$ cat src/rtl/word_pack_pkg.sv
// Shared definitions for the word packer / unpacker pair: width ratio
// helpers, the chunk-count type and the unpacker state encoding.
package word_pack_pkg;

    // Number of narrow chunks that make up one wide word.
    function automatic int ratio(input int in_w, input int out_w);
        return in_w / out_w;
    endfunction

    // Width of a counter able to hold 0..ratio inclusive.
    function automatic int chunk_cnt_width(input int in_w, input int out_w);
        return $clog2(ratio(in_w, out_w) + 1);
    endfunction

    // Default geometry: 32-bit words split into bytes.
    localparam int DEFAULT_IN_W  = 32;
    localparam int DEFAULT_OUT_W = 8;
    localparam int DEFAULT_RATIO = ratio(DEFAULT_IN_W, DEFAULT_OUT_W);
    localparam int CHUNK_CNT_W   = chunk_cnt_width(DEFAULT_IN_W, DEFAULT_OUT_W);

    // Chunk-count type for the default geometry.
    typedef logic [CHUNK_CNT_W-1:0] chunk_cnt_t;

    // IDLE: no word held. SHIFT: a word is held and a chunk is on the output.
    typedef enum logic [0:0] {
        IDLE  = 1'b0,
        SHIFT = 1'b1
    } unpack_state_e;

endpackage

$ cat src/rtl/word_unpacker.sv
// Wide-to-narrow width converter. One IN_W word is accepted per handshake and
// is replayed as up to IN_W/OUT_W chunks on a valid/ready stream; the final
// chunk of each word carries out_last. A new word can be taken in the same
// cycle the last chunk of the previous word leaves, so back-to-back words
// stream without a bubble.
module word_unpacker
    import word_pack_pkg::*;
#(
    parameter int IN_W      = 32,
    parameter int OUT_W     = 8,
    parameter bit MSB_FIRST = 1'b1,
    localparam int RATIO    = ratio(IN_W, OUT_W),
    localparam int CNT_W    = chunk_cnt_width(IN_W, OUT_W)
) (
    input  logic             clk,
    input  logic             rst_n,
    input  logic             in_valid,
    output logic             in_ready,
    input  logic [IN_W-1:0]  in_data,
    input  logic [CNT_W-1:0] in_len,
    output logic             out_valid,
    input  logic             out_ready,
    output logic [OUT_W-1:0] out_data,
    output logic             out_last
);

    // Geometry check: the word must split into a whole number of chunks,
    // and at least two of them, otherwise this block has nothing to do.
    if (((IN_W % OUT_W) != 0) || (RATIO < 2)) begin : g_bad_cfg
        $error("word_unpacker: IN_W must be an exact multiple of OUT_W with IN_W/OUT_W >= 2");
    end

    localparam logic [CNT_W-1:0] CNT_ZERO  = {CNT_W{1'b0}};
    localparam logic [CNT_W-1:0] CNT_ONE   = CNT_W'(1);
    localparam logic [CNT_W-1:0] CNT_TWO   = CNT_W'(2);
    localparam logic [CNT_W-1:0] CNT_RATIO = CNT_W'(RATIO);

    // State flops and their next-state values.
    unpack_state_e    state_q;
    unpack_state_e    state_d;
    logic [IN_W-1:0]  sreg_q;
    logic [IN_W-1:0]  sreg_d;
    logic [CNT_W-1:0] cnt_q;
    logic [CNT_W-1:0] cnt_d;
    logic             last_q;
    logic             last_d;

    // Handshake decode.
    logic             out_valid_s;
    logic             xfer_s;
    logic             word_done_s;
    logic             in_ready_s;
    logic             load_s;
    logic [CNT_W-1:0] len_eff_s;
    logic [IN_W-1:0]  sreg_shifted_s;

    // A word is held exactly while in SHIFT, so that state alone is out_valid.
    assign out_valid_s = (state_q == SHIFT);
    assign xfer_s      = out_valid_s && out_ready;
    assign word_done_s = xfer_s && last_q;

    // Ready when empty, or when the last chunk of the held word is leaving
    // right now; this combinational path from out_ready removes the bubble.
    assign in_ready_s  = (state_q == IDLE) || word_done_s;
    assign load_s      = in_valid && in_ready_s;

    // Chunk count requested for the incoming word: 0 and any out-of-range
    // value mean a full word.
    always_comb begin
        len_eff_s = CNT_RATIO;
        if ((in_len == CNT_ZERO) || (in_len > CNT_RATIO)) begin
            len_eff_s = CNT_RATIO;
        end else begin
            len_eff_s = in_len;
        end
    end

    // Move the next chunk into the output window of the shift register.
    always_comb begin
        sreg_shifted_s = sreg_q;
        if (MSB_FIRST) begin
            sreg_shifted_s = sreg_q << OUT_W;
        end else begin
            sreg_shifted_s = sreg_q >> OUT_W;
        end
    end

    // Shift register next value: capture on load, advance on each transfer.
    always_comb begin
        sreg_d = sreg_q;
        if (load_s) begin
            sreg_d = in_data;
        end else if (xfer_s) begin
            sreg_d = sreg_shifted_s;
        end else begin
            sreg_d = sreg_q;
        end
    end

    // Remaining-chunk counter and the registered last flag that tracks it.
    // The flag is precomputed so out_last is a flop, not a compare.
    always_comb begin
        cnt_d  = cnt_q;
        last_d = last_q;
        if (load_s) begin
            cnt_d  = len_eff_s;
            last_d = (len_eff_s == CNT_ONE);
        end else if (xfer_s) begin
            cnt_d  = cnt_q - CNT_ONE;
            last_d = (cnt_q == CNT_TWO);
        end else begin
            cnt_d  = cnt_q;
            last_d = last_q;
        end
    end

    // FSM next state; a load wins over the end of the previous word so a
    // zero-bubble follow-on word keeps the machine in SHIFT.
    always_comb begin
        state_d = state_q;
        case (state_q)
            IDLE: begin
                if (load_s) begin
                    state_d = SHIFT;
                end else begin
                    state_d = IDLE;
                end
            end
            SHIFT: begin
                if (load_s) begin
                    state_d = SHIFT;
                end else if (word_done_s) begin
                    state_d = IDLE;
                end else begin
                    state_d = SHIFT;
                end
            end
            default: begin
                state_d = IDLE;
            end
        endcase
    end

    // Shift register storage; reset clears it so out_data reads zero.
    always_ff @(posedge clk or negedge rst_n) begin
        if (!rst_n) begin
            sreg_q <= {IN_W{1'b0}};
        end else begin
            sreg_q <= sreg_d;
        end
    end

    // Remaining-chunk counter and last flag storage.
    always_ff @(posedge clk or negedge rst_n) begin
        if (!rst_n) begin
            cnt_q  <= CNT_ZERO;
            last_q <= 1'b0;
        end else begin
            cnt_q  <= cnt_d;
            last_q <= last_d;
        end
    end

    // FSM state storage.
    always_ff @(posedge clk or negedge rst_n) begin
        if (!rst_n) begin
            state_q <= IDLE;
        end else begin
            state_q <= state_d;
        end
    end

    // The output chunk is always the window at the output end of the register.
    if (MSB_FIRST) begin : g_msb_out
        assign out_data = sreg_q[IN_W-1 -: OUT_W];
    end else begin : g_lsb_out
        assign out_data = sreg_q[OUT_W-1:0];
    end

    assign out_valid = out_valid_s;
    assign out_last  = last_q && out_valid_s;
    assign in_ready  = in_ready_s;

endmodule

$ cat config.mk
export PLATFORM = sky130hd
export DESIGN_NAME = word_unpacker
export DESIGN_NICKNAME = d
export VERILOG_FILES = /design/src/rtl/word_pack_pkg.sv /design/src/rtl/word_unpacker.sv
export SDC_FILE = /design/constraint.sdc
export NUM_CORES = 1
export LEC_CHECK = 0
export BUFFER_PORTS_ARGS = -buffer_cell sky130_fd_sc_hd__clkbuf_2
export CORE_MARGIN = 2
export CORE_UTILIZATION = 30
export CTS_CLUSTER_SIZE = 25
export DETAILED_ROUTE_END_ITERATION = 10
export GPL_TIMING_DRIVEN = 0
export PLACE_DENSITY = 0.49
export SLEW_MARGIN = 20
export SYNTH_ARGS = -nofsm -noshare
export SYNTH_HDL_FRONTEND = slang
export SYNTH_SLANG_ARGS = --single-unit
export TNS_END_PERCENT = 30
$ cat constraint.sdc
create_clock -name clk -period 1.9 [get_ports clk]
set_clock_uncertainty 0.2 [all_clocks]
set_input_delay 0.475 -clock clk [delete_from_list [all_inputs] [get_ports clk]]
set_output_delay 0.475 -clock clk [all_outputs]
set_load 0.005 [all_outputs]
==> summary.md <==
| Metric | Value |
|---|---|
| RSZ-0062 raised after global routing | `false` |
| Reg2reg end | `sreg_q[21]` |
| CTS tree | `done` |
| # IOs | `50` |
| Post-synthesis cell type count | `25` |
| Fin crit share | `0.939` |
| Area delta synth->final | `25.6%` |
| Root Buffer | `clkbuf_8` |
| Fin crit period | `roughly 1.8 ns` |
| Critical-path cell list | `buf_4 > and2_1 > clkbuf_2` |
| Relative slew slack | `0.382` |
| Seq/Total Area, Yosys | `0.503` |
| Synth warnings | `0` |
| Routed WL | `around 4400 microns` |
| GRT overflow | `0` |
| Number of global-route vias before repair | `~1400` |
| Largest net degree at the start of global routing | `38` |
| Synth top area cells | `dfrtp_1 (50%), mux2i_1 (14%), nand3_1 (6.8%)` |
| Final setup violation count | `0` |
| Final worst slack | `approximately 0.12 ns` |
| VDD IR-drop max | `roughly 0.00045 V` |
| Mean routed wirelength per cell | `roughly 15 microns` |
| CP max stage cell | `dfrtp_1` |
| Crit start category | `flip-flop` |
| WS Path Type | `flip-flop to primary output` |
| Data required time of the worst path | `between 1 and 1.5 ns` |
| #FFs+latches synth | `37` |
| R2r startpoint | `out_valid` |
| Synth top area share | `0.503` |
| Top cells by instance count after synthesis | `dfrtp_1 (37), mux2i_1 (26), nand3_1 (25), o21ai_0 (25), buf_4 (9)` |
| Nets@finish | `between 200 and 300` |
| Initial antenna violation count | `0` |
| Crit path buffers/inverters | `2` |
| Die ar. | `about 0.0068 sq mm` |
| Delay-heaviest family, CP | `flip-flops` |
| Final Hold Viols | `0` |
| DRT Pass-1 Iters | `4` |
| Antenna fix cells | `0` |
| First-pass GRT wire length | `7220 microns` |
| Cell row count | `28` |
| Worst Setup End Kind | `primary output` |
| Hold_buf cts | `0` |
| Initial Utilization | `0.311` |
| R2r setup slk | `0.22 ns` |
| Syn Std Cell Area | `roughly 0.0018 sq mm` |
| Clock transition at path regs | `0.08 ns` |
| Status | `completed` |
| Final GP Congestion | `a little under 0.8` |
| Post-Place Worst Slack | `-0.177 ns` |
| Syn Nets | `210` |
| Die extent in x | `just over 80 microns` |
| Port Buffers | `48` |
| Later-pin clock latency in the skew report | `roughly 0.3 ns` |
| Worst r2r path cells | `5` |
| Initial DRC count | `51` |
| Core ar. | `between 0.005 and 0.006 sq mm` |
| Placed cell count | `approximately 290` |
| Max cap viols | `0` |
| Synth async-reset ratio | `1.00` |
| Worst Path Arrival | `1.11 ns` |
| Vias per cell | `4.75` |
| Transition time of the tightest slew-check pin | `around 0.93 ns` |
| Total CTS buffers | `5` |
| Core Util, Final | `0.390` |
| H-tree Lvls | `2` |
| Dpl hpwl | `around 3200 microns` |
| Non-Filler Instances | `299` |
| Hold Path Class | `primary input to async pin` |
| M3 GR Usage | `0.0380` |
| GR peak layer | `met2` |
| Crit Path Max Fanout | `6` |
| PD cells | `roughly 1300 mW/mm^2` |
| Worst stage delay on the critical path | `around 0.4 ns` |
| Slew Limit Fails | `0` |
| Syn Area/Cell | `approximately 11 sq um` |
| Die Ht | `just over 80 microns` |
| DRC viols | `0` |
| Worst hold slack | `about 0.11 ns` |
| Routed Antenna Nets | `0` |
| Clk buf depth | `2` |
| Count of flip-flops with a built-in enable after synthesis | `0` |
| Share of layout cells above drive strength 1 | `0.357` |
| Lkg Pwr | `1.16 nW` |
| Met2 Track Usage GR | `0.220` |
| Largest area contributor in the netlist | `dfrtp_1` |
| Met1 Use GR | `0.202` |
| FMAX | `0.560 GHz` |
| Clk sinks | `37` |
| Commonest register cell after synthesis | `dfrtp_1` |
| All-Layer GR Usage | `0.146` |
| Top-count cell post-synth | `dfrtp_1` |
| Post-Synthesis Cells | `168` |
| Via count | `1421` |
## per-stage QoR
stage	setup TNS, ns	cell area (sq um)	power [mW]
global route	0	2310	3.33
finish	0	2310	3.07
global placement	-0.280	2170	2.36
CTS	0	2320	3.13
floorplan	0	1840	2.02
detailed placement	-0.256	2170	2.39
## cell families (layout without fill, tap and decap cells)
logic type,after synthesis,count (layout),synth area share
compound gates,39,39,0.131
flops,37,37,0.503
mux,27,27,0.148
fa+ha+maj,3,3,0.0204
xor+xnor,1,1,0.00476
buf+inv,25,81,0.0829
simple gates,36,36,0.111
## power breakdown
group | switching, mW | internal [mW] | total [mW]
sequential | 0.201 | 1.11 | 1.31
combinational | 0.487 | 0.575 | 1.06
clock | 0.302 | 0.393 | 0.695
total | 0.990 | 2.08 | 3.07
## final cells by class
class	instances	area (sq um)
Multi-Input combinational cell	106	772
Clock inverter	3	46.3
Clock buffer	5	68.8
Inverter	3	11.3
Fill cell	602	3610
Sequential cell	37	926
Tap cell	75	93.8
Timing Repair Buffer	51	269
Buffer	19	124
## flip-flops by register name, summed over array words and instances, names as in the netlist
name,cells
cnt_q,3
last_q,1
out_valid,1
sreg_q,32
## cell usage in the layout (no fill, tap or decap), drive strengths merged, types with 3 or more instances in the layout
cell | synthesis | routed
o21ai | 25 | 25
buf | 19 | 20
mux2i | 26 | 26
ha | 3 | 3
clkbuf | 3 | 55
a22o | 8 | 8
nand3 | 25 | 25
dfrtp | 37 | 37
inv | 3 | 3
## metal layers
metal | up-vias | wire length [microns]
met5 | - | 0
met2 | 37 | 1980
li1 | 710 | -
met1 | 669 | 2100
met3 | 5 | 254
met4 | 0 | 60
## what timing repair did
action                     CTS  global route
setup endpoints to repair    1            19
resized for setup            4             3
setup buffers                3             0
## how the worst max path moves through the flow
stage	startpoint	endpoint	slack (ns)	cells after the start
2_1_floorplan	out_ready	in_ready	0.1	4
3_3_place_gp	out_ready	in_ready	-0.17	5
3_5_place_dp	out_ready	in_ready	-0.18	5
4_1_cts	out_valid	in_ready	0.0004	4
5_1_grt	out_valid	out_last	0.08	3
6_report	out_valid	out_last	0.12	3
Note: power is estimated with default switching activity, not from simulation.
